[config.mk]
export PLATFORM = sky130hd
export DESIGN_NAME = sevenseg_scan
export DESIGN_NICKNAME = d
export VERILOG_FILES = /design/src/rtl/sevenseg_scan.sv
export SDC_FILE = /design/constraint.sdc
export NUM_CORES = 1
export LEC_CHECK = 0
export ABC_AREA = 0
export CAP_MARGIN = 0
export CORE_MARGIN = 1.5
export CORE_UTILIZATION = 58
export DETAILED_ROUTE_END_ITERATION = 8
export GPL_TIMING_DRIVEN = 0
export PLACE_DENSITY = 0.82
export REMOVE_ABC_BUFFERS = 1
export SLEW_MARGIN = 20
export SYNTH_ARGS = -nofsm -noshare
export SYNTH_HDL_FRONTEND = slang
export SYNTH_SLANG_ARGS = --single-unit
[constraint.sdc]
create_clock -name clk -period 4.1 [get_ports clk]
set_clock_uncertainty 0.05 [all_clocks]
set_input_delay 1.23 -clock clk [delete_from_list [all_inputs] [get_ports clk]]
set_output_delay 1.23 -clock clk [all_outputs]
set_load 0.005 [all_outputs]
[src/rtl/sevenseg_scan.sv]
// sevenseg_scan: time-multiplexed driver for a 4-digit common-anode seven-segment display.
// Digit values, decimal-point requests and the blanking mode are captured together once per
// refresh frame, so a frame never mixes old and new values. Anodes rotate once every PRESCALE
// clocks. All outputs are registered and active-low.
//
// Ports:
//   clk       system clock, rising edge
//   reset     asynchronous active-low reset
//   d0..d3    digit values (d0 rightmost, d3 leftmost), 0x0-0xF
//   dp_en     decimal-point request per digit (bit i -> digit i), 1 = lit
//   blank_lz  1 = blank leading zeros on d3..d1 (d0 never blanked)
//   an        anode enables, active-low (bit i -> digit i)
//   seg       segments {g,f,e,d,c,b,a}, active-low
//   dp        decimal point, active-low
//   frame     one-cycle pulse in the cycle after a snapshot is taken
module sevenseg_scan #(
  parameter int unsigned PRESCALE = 50000
) (
  input  logic       clk,
  input  logic       reset,
  input  logic [3:0] d0,
  input  logic [3:0] d1,
  input  logic [3:0] d2,
  input  logic [3:0] d3,
  input  logic [3:0] dp_en,
  input  logic       blank_lz,
  output logic [3:0] an,
  output logic [6:0] seg,
  output logic       dp,
  output logic       frame
);

  localparam int unsigned CntW = (PRESCALE > 1) ? $clog2(PRESCALE) : 1;
  localparam logic [CntW-1:0] CntMax = CntW'(PRESCALE - 1);

  typedef enum logic [0:0] {StOff, StScan} state_e;

  // Hex to active-low {g,f,e,d,c,b,a}.
  function automatic logic [6:0] decode(input logic [3:0] v);
    logic [6:0] s;
    unique case (v)
      4'h0: s = 7'h40;
      4'h1: s = 7'h79;
      4'h2: s = 7'h24;
      4'h3: s = 7'h30;
      4'h4: s = 7'h19;
      4'h5: s = 7'h12;
      4'h6: s = 7'h02;
      4'h7: s = 7'h78;
      4'h8: s = 7'h00;
      4'h9: s = 7'h10;
      4'hA: s = 7'h08;
      4'hB: s = 7'h03;
      4'hC: s = 7'h46;
      4'hD: s = 7'h21;
      4'hE: s = 7'h06;
      default: s = 7'h0E;
    endcase
    return s;
  endfunction

  logic [CntW-1:0]  cnt_q;
  logic             tick;
  state_e           state_q, state_d;
  logic [1:0]       idx_q, idx_d;
  logic             load;
  logic [3:0][3:0]  snap_q;
  logic [3:0]       snap_dp_q;
  logic             snap_blz_q;
  logic [3:0]       blank;
  logic [3:0]       an_d, an_q;
  logic [6:0]       seg_d, seg_q;
  logic             dp_d, dp_q;
  logic             frame_q;

  // Free-running prescaler; tick marks the last clock of each digit slot.
  always_ff @(posedge clk or negedge reset) begin
    if (!reset) begin
      cnt_q <= '0;
    end else if (cnt_q == CntMax) begin
      cnt_q <= '0;
    end else begin
      cnt_q <= cnt_q + CntW'(1);
    end
  end

  assign tick = (cnt_q == CntMax);

  // FSM state register plus the frame-synchronous snapshot.
  always_ff @(posedge clk or negedge reset) begin
    if (!reset) begin
      state_q    <= StOff;
      idx_q      <= '0;
      snap_q     <= '0;
      snap_dp_q  <= '0;
      snap_blz_q <= 1'b0;
      frame_q    <= 1'b0;
    end else begin
      state_q <= state_d;
      idx_q   <= idx_d;
      frame_q <= load;
      if (load) begin
        snap_q     <= {d3, d2, d1, d0};
        snap_dp_q  <= dp_en;
        snap_blz_q <= blank_lz;
      end
    end
  end

  // Next-state logic. A snapshot is taken when leaving OFF and on every 3->0 wrap.
  always_comb begin
    state_d = state_q;
    idx_d   = idx_q;
    load    = 1'b0;
    unique case (state_q)
      StOff: begin
        if (tick) begin
          state_d = StScan;
          idx_d   = '0;
          load    = 1'b1;
        end
      end
      StScan: begin
        if (tick) begin
          idx_d = idx_q + 2'd1;
          load  = (idx_q == 2'd3);
        end
      end
      default: begin
        state_d = StOff;
      end
    endcase
  end

  // Leading-zero blanking ripples down from the leftmost digit.
  always_comb begin
    blank    = '0;
    blank[3] = snap_blz_q & (snap_q[3] == 4'h0);
    blank[2] = blank[3] & (snap_q[2] == 4'h0);
    blank[1] = blank[2] & (snap_q[1] == 4'h0);
  end

  // Output next-values; registered one edge after the state so outputs lag idx by a cycle.
  always_comb begin
    an_d  = 4'hF;
    seg_d = 7'h7F;
    dp_d  = 1'b1;
    if (state_q == StScan) begin
      an_d  = ~(4'b0001 << idx_q);
      seg_d = blank[idx_q] ? 7'h7F : decode(snap_q[idx_q]);
      dp_d  = ~snap_dp_q[idx_q];
    end
  end

  always_ff @(posedge clk or negedge reset) begin
    if (!reset) begin
      an_q  <= 4'hF;
      seg_q <= 7'h7F;
      dp_q  <= 1'b1;
    end else begin
      an_q  <= an_d;
      seg_q <= seg_d;
      dp_q  <= dp_d;
    end
  end

  assign an    = an_q;
  assign seg   = seg_q;
  assign dp    = dp_q;
  assign frame = frame_q;

endmodule

==> impl_results.md <==
* Status: completed
* Setup Crit Path Kind: flip-flop to output pin
* CTS tree: done
* I/O pins at 36
* Final setup fails at 0
* GR Layer Usage met3 at between 4 and 5%
* Critical-path cell list: clkdlybuf4s50_1
* Dpl cells at 298
* Port Buf Inserts at 35
* Total negative slack at 0 ps
* Width of the chip at 70.0 µm
* GRT Util Overall at 20.3%
* PD cells at 270 nW/µm²
* DRC viols at 0
* DPL Wire Length at ~3.4 mm
* Root Buffer: clkbuf_8
* Seq/Total Area, Yosys at about 52%
* Crit path required time at approximately 2800 ps
* Crit end category: output pin
* Max-cap check violation count at 0
* Most Used Layer, Global Route: met2
* Synth Cell Area at about 2600 µm²
* Hold buffers post-CTS at 0
* Total Wirelength at 4.61 mm
* Netlist cell types at 37
* Post-route insts no fill at a little over 300
* Period utilization at 63.7%
* Max frequency at 383 MHz
* Core Area at 4320 µm²
* Crit-path leading delay family: flip-flops
* Commonest cells after routing, fill and taps aside: 41 x dfrtp_1, 34 x clkdlybuf4s50_1, 22 x mux2_2
* Vias in the first global route at between 1500 and 2000
* Met1 Use GR at around 28%
* Max Fanout on Critical Path at 1
* # rows at 24
* First-pass detailed-route iteration total at 4
* RSZ-0062 raised after global routing: false
* Syn Area/Cell at roughly 12 µm²
* Max VDD drop at 0.000170 V
* Critical path's largest stage delay at ~530 ps
* Ys Warns at 0
* Most common cell after layout, fill and taps aside: dfrtp_1
* Worst Path Buf+Inv at 1
* First-pass GRT wire length at 7.92 mm
* Leakage dissipation at approximately 1.3 nW
* Wire per inst at 15.1 µm
* Sink Count at 53
* Final hold vios at 0
* Startpoint types: flip-flop
* Top FF cell, synth: dfrtp_1
* CTS resizes at 0
* GR Util met2 at 32.0%
* Asr flop ratio synth at 100%
* Clock Tree Buf Depth at 2
* Number of flops mapped to enable cells by yosys at 0
* Post-Synthesis Cells at 215
* Critical Path AT at 1330 ps
* Flops & latches, synth at 53
* HP Class: flip-flop to flip-flop
* Via count at 1754
* Clock transition at the registers of the reported paths at 90 ps
* Chip Height at 70.0 µm
* Max Slew Vio Count at 0
* Vias per cell at 5.73
* Nets at 287
* Grt total ovfl at 0
* Slew Limit Headroom at a little under three fifths
* Worst slew pin tran at 637 ps
* Post-layout minimum cycle time at 2610 ps
* Clock latency at the later pin of the worst-skew pair at approximately 300 ps
* CP max-delay cell: dfstp_2
* # Post-CTS Setup Buffers at 0
* Ratio of cells with drive above 1 in the final layout at 20.1%
* Largest net degree at the start of global routing at 30
* Total power at 835 µW
* DR iter-0 viols at roughly 140
* Antenna Cells at 0
* Starting density of the core at roughly 60%
* CTS Buf Count at 5
* Gp weighted congestion at 0.873
* Antenna violations before repair at 0
* Area growth syn-to-layout at 18.8%
* H-Tree Depth at 2
* Die Area at slightly below 5000 µm²
* Antenna-violating nets left at 0
-- path summary, 6_finish.rpt --
path,startpoint,end,slack [ps],cells past startpoint
setup / recovery,seg[0],seg[0],1490,1
hold / removal,cnt_q[0],cnt_q[0],430,1
setup reg to reg,idx_q[0],seg[3],1620,6
hold reg to reg,cnt_q[0],cnt_q[0],430,1
max in group asynchronous,reset,an[3],2520,2
min in group asynchronous,reset,snap_q[2],860,1
-- per-stage QoR --
stage / hold slack (ps) / cell area [µm²] / worst slack (ps) / utilization (%)
3_3_place_gp: 416 / 2970 / 313 / 68.8
6_report: 432 / 3090 / 1490 / 71.5
3_5_place_dp: 421 / 3010 / 1630 / 69.6
4_1_cts: 433 / 3090 / 1470 / 71.5
2_1_floorplan: 398 / 2560 / 1720 / -
5_1_grt: 452 / 3090 / 1450 / 71.5
-- power by group --
part	internal, mW	switching (mW)	leakage (nW)
Combinational	0.0196	0.0123	0.618
Sequential	0.523	0	0.685
Clock	0.122	0.159	0.0395
-- synth_stat cells, types with 3 or more instances --
master	instances	area share [%]
nand3_1	9	1.7
nand2b_1	3	0.72
inv_1	8	1.2
mux4_2	5	4.3
a31oi_1	3	0.72
nor3_1	4	0.77
clkbuf_1	3	0.43
nor4_1	4	0.96
ha_1	11	5.3
xnor2_1	6	2.0
xor2_1	8	2.7
nand2_1	19	2.7
dfstp_2	12	12
nand4_1	3	0.72
nor2_1	16	2.3
o221ai_1	4	1.3
mux2_2	22	9.5
dfrtp_1	41	39
o21ai_0	6	1.2
mux2i_1	4	1.5
-- area by class of cell --
cell class,count,area [µm²]
inverters,8,30.0
clock buffers,8,80.1
repair buffers,38,388
flip-flops and latches,53,1340
multi-input cells,147,1190
fillers,331,1230
well taps,52,65.1
-- cell families (layout without fill, tap and decap cells) --
kind of cell / count (synthesis) / in the layout / synth area share, %
and+or+nand+nor: 70 / 70 / 14.5
buffers and inverters: 15 / 54 / 2.84
AOI/OAI and AO/OA: 19 / 19 / 4.86
DFF: 53 / 53 / 51.5
adders and majority gates: 11 / 11 / 5.29
xor gates and xnor gates: 14 / 14 / 4.71
muxes: 33 / 33 / 16.3
-- metal layers --
| metal | part of all wire [%] | wire length (µm) | vias to the layer above |
|---|---|---|---|
| met5 | 0 | 0 | - |
| met4 | 1.5 | 68 | 0 |
| met3 | 3.6 | 168 | 8 |
| met2 | 49 | 2240 | 41 |
| met1 | 46 | 2130 | 867 |
| li1 | - | - | 838 |
-- flip-flops by register name, indices dropped and copies added, names as in the netlist, 2 cells and up --
signal	flops
idx_q	2
an	4
snap_q	16
cnt_q	16
seg	7
snap_dp_q	4
(Power assumes the default switching activity.)
